**config.mk**
```make
export PLATFORM = sky130hd
export DESIGN_NAME = multiplicador_sequencial
export DESIGN_NICKNAME = d
export VERILOG_FILES = /design/src/rtl/multiplicador_sequencial.sv
export SDC_FILE = /design/constraint.sdc
export NUM_CORES = 1
export LEC_CHECK = 0
export CAP_MARGIN = 10
export CORE_MARGIN = 2
export CORE_UTILIZATION = 64
export CTS_BUF_LIST = sky130_fd_sc_hd__clkbuf_8
export CTS_CLUSTER_DIAMETER = 200
export DETAILED_ROUTE_END_ITERATION = 12
export MAX_ROUTING_LAYER = met4
export PLACE_DENSITY = 0.88
export SKIP_LAST_GASP = 1
export SLEW_MARGIN = 20
export SYNTH_ARGS = -nofsm -noshare
export SYNTH_HDL_FRONTEND = slang
export SYNTH_SLANG_ARGS = --single-unit
```
**constraint.sdc**
```tcl
create_clock -name clk -period 4.7 [get_ports clk]
set_input_delay 0.705 -clock clk [delete_from_list [all_inputs] [get_ports clk]]
set_output_delay 0.705 -clock clk [all_outputs]
set_load 0.05 [all_outputs]
```
**src/rtl/multiplicador_sequencial.sv**
```systemverilog
// rtl/multiplicador_sequencial.sv - radix-2 shift-add sequential multiplier, unsigned or two's complement
module multiplicador_sequencial #(
    parameter int WIDTH = 8
) (
    input  logic                 clk,
    input  logic                 rst_n,
    input  logic                 start,
    input  logic                 signed_mode,
    input  logic [WIDTH-1:0]     A,
    input  logic [WIDTH-1:0]     B,
    output logic                 busy,
    output logic                 done,
    output logic [2*WIDTH-1:0]   P
);

    localparam int CW = (WIDTH > 2) ? $clog2(WIDTH) : 1;

    typedef enum logic [1:0] {
        IDLE = 2'd0,
        CALC = 2'd1,
        DONE = 2'd2
    } state_t;

    state_t state, state_nxt;

    logic [WIDTH-1:0]   mcand;
    logic [WIDTH-1:0]   mplier;
    logic               neg;
    logic [2*WIDTH-1:0] acc;
    logic [CW-1:0]      cnt;

    logic               a_neg, b_neg;
    logic [WIDTH-1:0]   a_mag, b_mag;
    logic               last_bit;
    logic [2*WIDTH-1:0] addend;
    logic [2*WIDTH-1:0] acc_sum;
    logic [2*WIDTH-1:0] result;

    // Magnitudes are taken at acceptance; -2^(WIDTH-1) negates to itself, which is
    // exactly the correct unsigned magnitude.
    assign a_neg = signed_mode & A[WIDTH-1];
    assign b_neg = signed_mode & B[WIDTH-1];
    assign a_mag = a_neg ? (~A + WIDTH'(1)) : A;
    assign b_mag = b_neg ? (~B + WIDTH'(1)) : B;

    assign last_bit = (cnt == CW'(WIDTH - 1));
    assign addend   = {{WIDTH{1'b0}}, mcand} << cnt;
    assign acc_sum  = mplier[0] ? (acc + addend) : acc;
    assign result   = neg ? (~acc + (2*WIDTH)'(1)) : acc;

    always_ff @(posedge clk or negedge rst_n) begin
        if (!rst_n) begin
            state <= IDLE;
        end else begin
            state <= state_nxt;
        end
    end

    always_comb begin
        state_nxt = state;
        case (state)
            IDLE:    if (start) state_nxt = CALC;
            CALC:    if (last_bit) state_nxt = DONE;
            DONE:    state_nxt = IDLE;
            default: state_nxt = IDLE;
        endcase
    end

    always_ff @(posedge clk or negedge rst_n) begin
        if (!rst_n) begin
            mcand  <= '0;
            mplier <= '0;
            neg    <= 1'b0;
            acc    <= '0;
            cnt    <= '0;
        end else begin
            case (state)
                IDLE: begin
                    if (start) begin
                        mcand  <= a_mag;
                        mplier <= b_mag;
                        neg    <= a_neg ^ b_neg;
                        acc    <= '0;
                        cnt    <= '0;
                    end
                end
                CALC: begin
                    acc    <= acc_sum;
                    mplier <= mplier >> 1;
                    cnt    <= cnt + CW'(1);
                end
                default: begin
                end
            endcase
        end
    end

    // Status and product are registered from the state, so they trail it by one edge.
    always_ff @(posedge clk or negedge rst_n) begin
        if (!rst_n) begin
            busy <= 1'b0;
            done <= 1'b0;
            P    <= '0;
        end else begin
            busy <= (state != IDLE);
            done <= (state == DONE);
            if (state == DONE) begin
                P <= result;
            end
        end
    end

endmodule

```
==> impl_metrics.toml <==
[run_status]
status = "completed"

[drt]
drc = 0
wirelength_mm = 8.730
routed_via_density = 6.141
wl_per_cell_um = 16.17
num_vias = 3316
first_iter_violations = 188
ant_nets = 0
drtPass1Iterations = 4

[final_layout]
antennaDiodeCount = 0
syn_to_final_growth_pct = 13.36
drive_above_1_share_pct = 5.806
fillCellCount = 424
nNetsFinal = 505
final_util_pct = 74.10

[setup_path]
r2r_slack_ps = 1510
endpoint = "acc[15]"
timing.rr.end = "acc[15]"
crit_buf_inv = 0
critical_path.endpoint_type = "flop"
slowest_stage = "dfrtp_1"
crit_family = "compound AO/OA/AOI/OAI gates"
cp_common_cell = "a21oi_1"
path_depth = 11
slowest_delay_ps = 650
cp_max_fo = 13
r2r-start = "cnt[1]"
reg2regPathDepth = 11
worst-setup-path-type = "flop to flop"
arrival_ps = 3380
cp_cell_sequence = "mux2_2 -> nand2_1 -> o21ai_0 -> nor2_1 -> a21oi_1 -> ha_1 -> a21oi_1 -> o21a_1 -> a2bb2oi_1 -> a2111oi_0 -> or3b_1"
worst_setup_path_start_kind = "flop"
critical_path_required_ps = 4890
critPathLaunch = "cnt[1]"

[pwr]
power_leakage_nw = 1.941
p_int_mw = 1.626
power.density_mw_per_mm2 = 757.4
combinationalPowerShare_pct = 62.6
p_sw_mw = 1.637
pwr-share-clk_pct = 8.4
ir_worst_vdd_uv = 396.0
p_seq_share_pct = 29.1
swShare_pct = 50.17

[timing]
setup_violations = 0
layout_setup_ws_ps = 1507
slew_headroom_pct = 38.57
rsz0062_at_grt = "no"
finClkSkew_ps = 12.66
finalHoldViolCount = 0
fin_crit_sh_pct = 67.94
period_minus_slack_ps = 3193
worstMarginPinSlew_ps = 919.5
tns_ps = 0
slew_violations = 0
fmax_mhz = 313.2

[synthesis]
synth_common_cells = "nand2_1, dfrtp_1, o21ai_0"
synthDistinctLibCells = 60
ys_ff_latch = 56
ys_warn_count = 0
async_reset_ff_share_pct = 100.0
synthTopCellsByArea = "dfrtp_1, nand2_1, ha_1, o21ai_0, xnor2_1"
syn_nets = 474
ys_seq_area_share_pct = 36.87
synth_cells = 433
yosysMostFrequentCell = "nand2_1"
yosysTopAreaCell = "dfrtp_1"
syn_avg_cell_area_um2 = 8.779
synth-edff-count = 0
synthFlopType = "dfrtp_1"
syn_area_mm2 = 0.003801
synth_top_area_share_pct = 36.87

[cts]
clkLatencyLatePin_ps = 310
cts_buffer_depth = 2
clkTransAtPathRegs_ps = 110
cts_made_buffers = 5
post_cts_buffers = 0
clockRootBuffer = "clkbuf_8"
cts_tree = "yes"
cts.sinks = 56
ctsHoldBuffers = 0
ctsResizeCount = 0
htree_levels = 2

[global_route]
grt_max_degree = 57
antenna_found_initial = 0
grt_pass1_vias = 3113
gr-total-overflow = 0
grt_pass1_wl_mm = 14.42
grt.total_usage_pct = 29.27

[worst_hold_path]
hold_class = "flop to flop"

[place]
portBuffers = 37
gp_congestion = 0.9087
hpwl_mm = 6.718
place_ws_ps = 1585

[floorplanning]
pin_count = 38
fp.dieW_um = 81.07
die-area_mm2 = 0.006572
start_util_pct = 65.36
core_mm2 = 0.005816
rows = 28
die_h_um = 81.07

[job]
cap_viol_max_count = 0
cell type report:
class / instances / area, um^2 / area share, %
tap: 75 / 93.84 / 2.178
timing repair buffer: 39 / 380.4 / 8.827
clock inverter: 3 / 21.27 / 0.4936
clock buffer: 5 / 68.82 / 1.597
multi-input combinational: 344 / 2276 / 52.82
sequential: 56 / 1401 / 32.52
inverter: 18 / 67.56 / 1.568
cell families after synthesis:
family | Yosys count | synth area share (%)
buffers and inverters | 33 | 3.324
DFF | 56 | 36.87
and+or+nand+nor | 147 | 18.53
AOI/OAI and AO/OA | 130 | 22.88
muxes | 16 | 4.378
adders and majority gates | 21 | 7.110
xor gates and xnor gates | 30 | 6.913
registers in the layout, summed over array words and instances (netlist names):
name / flops
P: 16
state: 2
mplier: 8
acc: 16
mcand: 8
neg: 1
done: 1
cnt: 3
busy: 1
power groups by stage:
stage	Clock (mW)	Combinational, mW	Sequential, mW
finish	0.273	2.04	0.949
floorplan	0	1.37	1.10
global placement	0	1.98	0.940
detailed placement	0	2.03	0.957
CTS	0.277	2.04	0.944
global route	0.295	2.27	0.983
per-layer routing:
layer / global-route usage [%] / vias to the layer above / wire length [um]
li1: - / 1637 / -
met1: 34.79 / 1582 / 3825
met2: 51.65 / 89 / 4524
met3: 3.667 / 8 / 267
met4: 9.153 / 0 / 112
met5: - / - / 0
through the flow:
step / hold WS (ps) / std cells / cell area (um^2) / total power [mW]
floorplan: 409.4 / 433 / 3801 / 2.465
global placement: 460.1 / 532 / 4217 / 2.924
detailed placement: 469.3 / 532 / 4217 / 2.989
CTS: 494.2 / 540 / 4307 / 3.260
global route: 524.0 / 540 / 4309 / 3.545
finish: 485.6 / 540 / 4309 / 3.264
how the worst min path moves through the flow:
| stage | slack, ps | from | endpoint | depth (start not counted) |
|---|---|---|---|---|
| finish | 490 | P[4] | P[4] | 2 |
| global route | 520 | P[11] | P[11] | 2 |
| CTS | 490 | P[4] | P[4] | 2 |
| detailed placement | 470 | P[4] | P[4] | 2 |
| global placement | 460 | P[8] | P[8] | 2 |
| floorplan | 410 | rst_n | P[0] | 0 |
cell usage in the layout, fill, tap and decap left out, drive strengths merged, types with 6 or more instances in the layout:
cell type,n
nand2,69
dfrtp,56
o21ai,53
clkdlybuf4s50,36
xnor2,21
ha,20
nor2,19
inv,19
a21oi,16
nand3,14
mux2i,11
xor2,9
o31ai,8
a22oi,6
o211ai,6
and2,6
tightest hold or removal path, cell delays in order (launching register included):
cell	delay [ps]
dfrtp_1	360
nand2_1	40
o21ai_0	60
No activity file was read; power rests on OpenSTA's default activity.
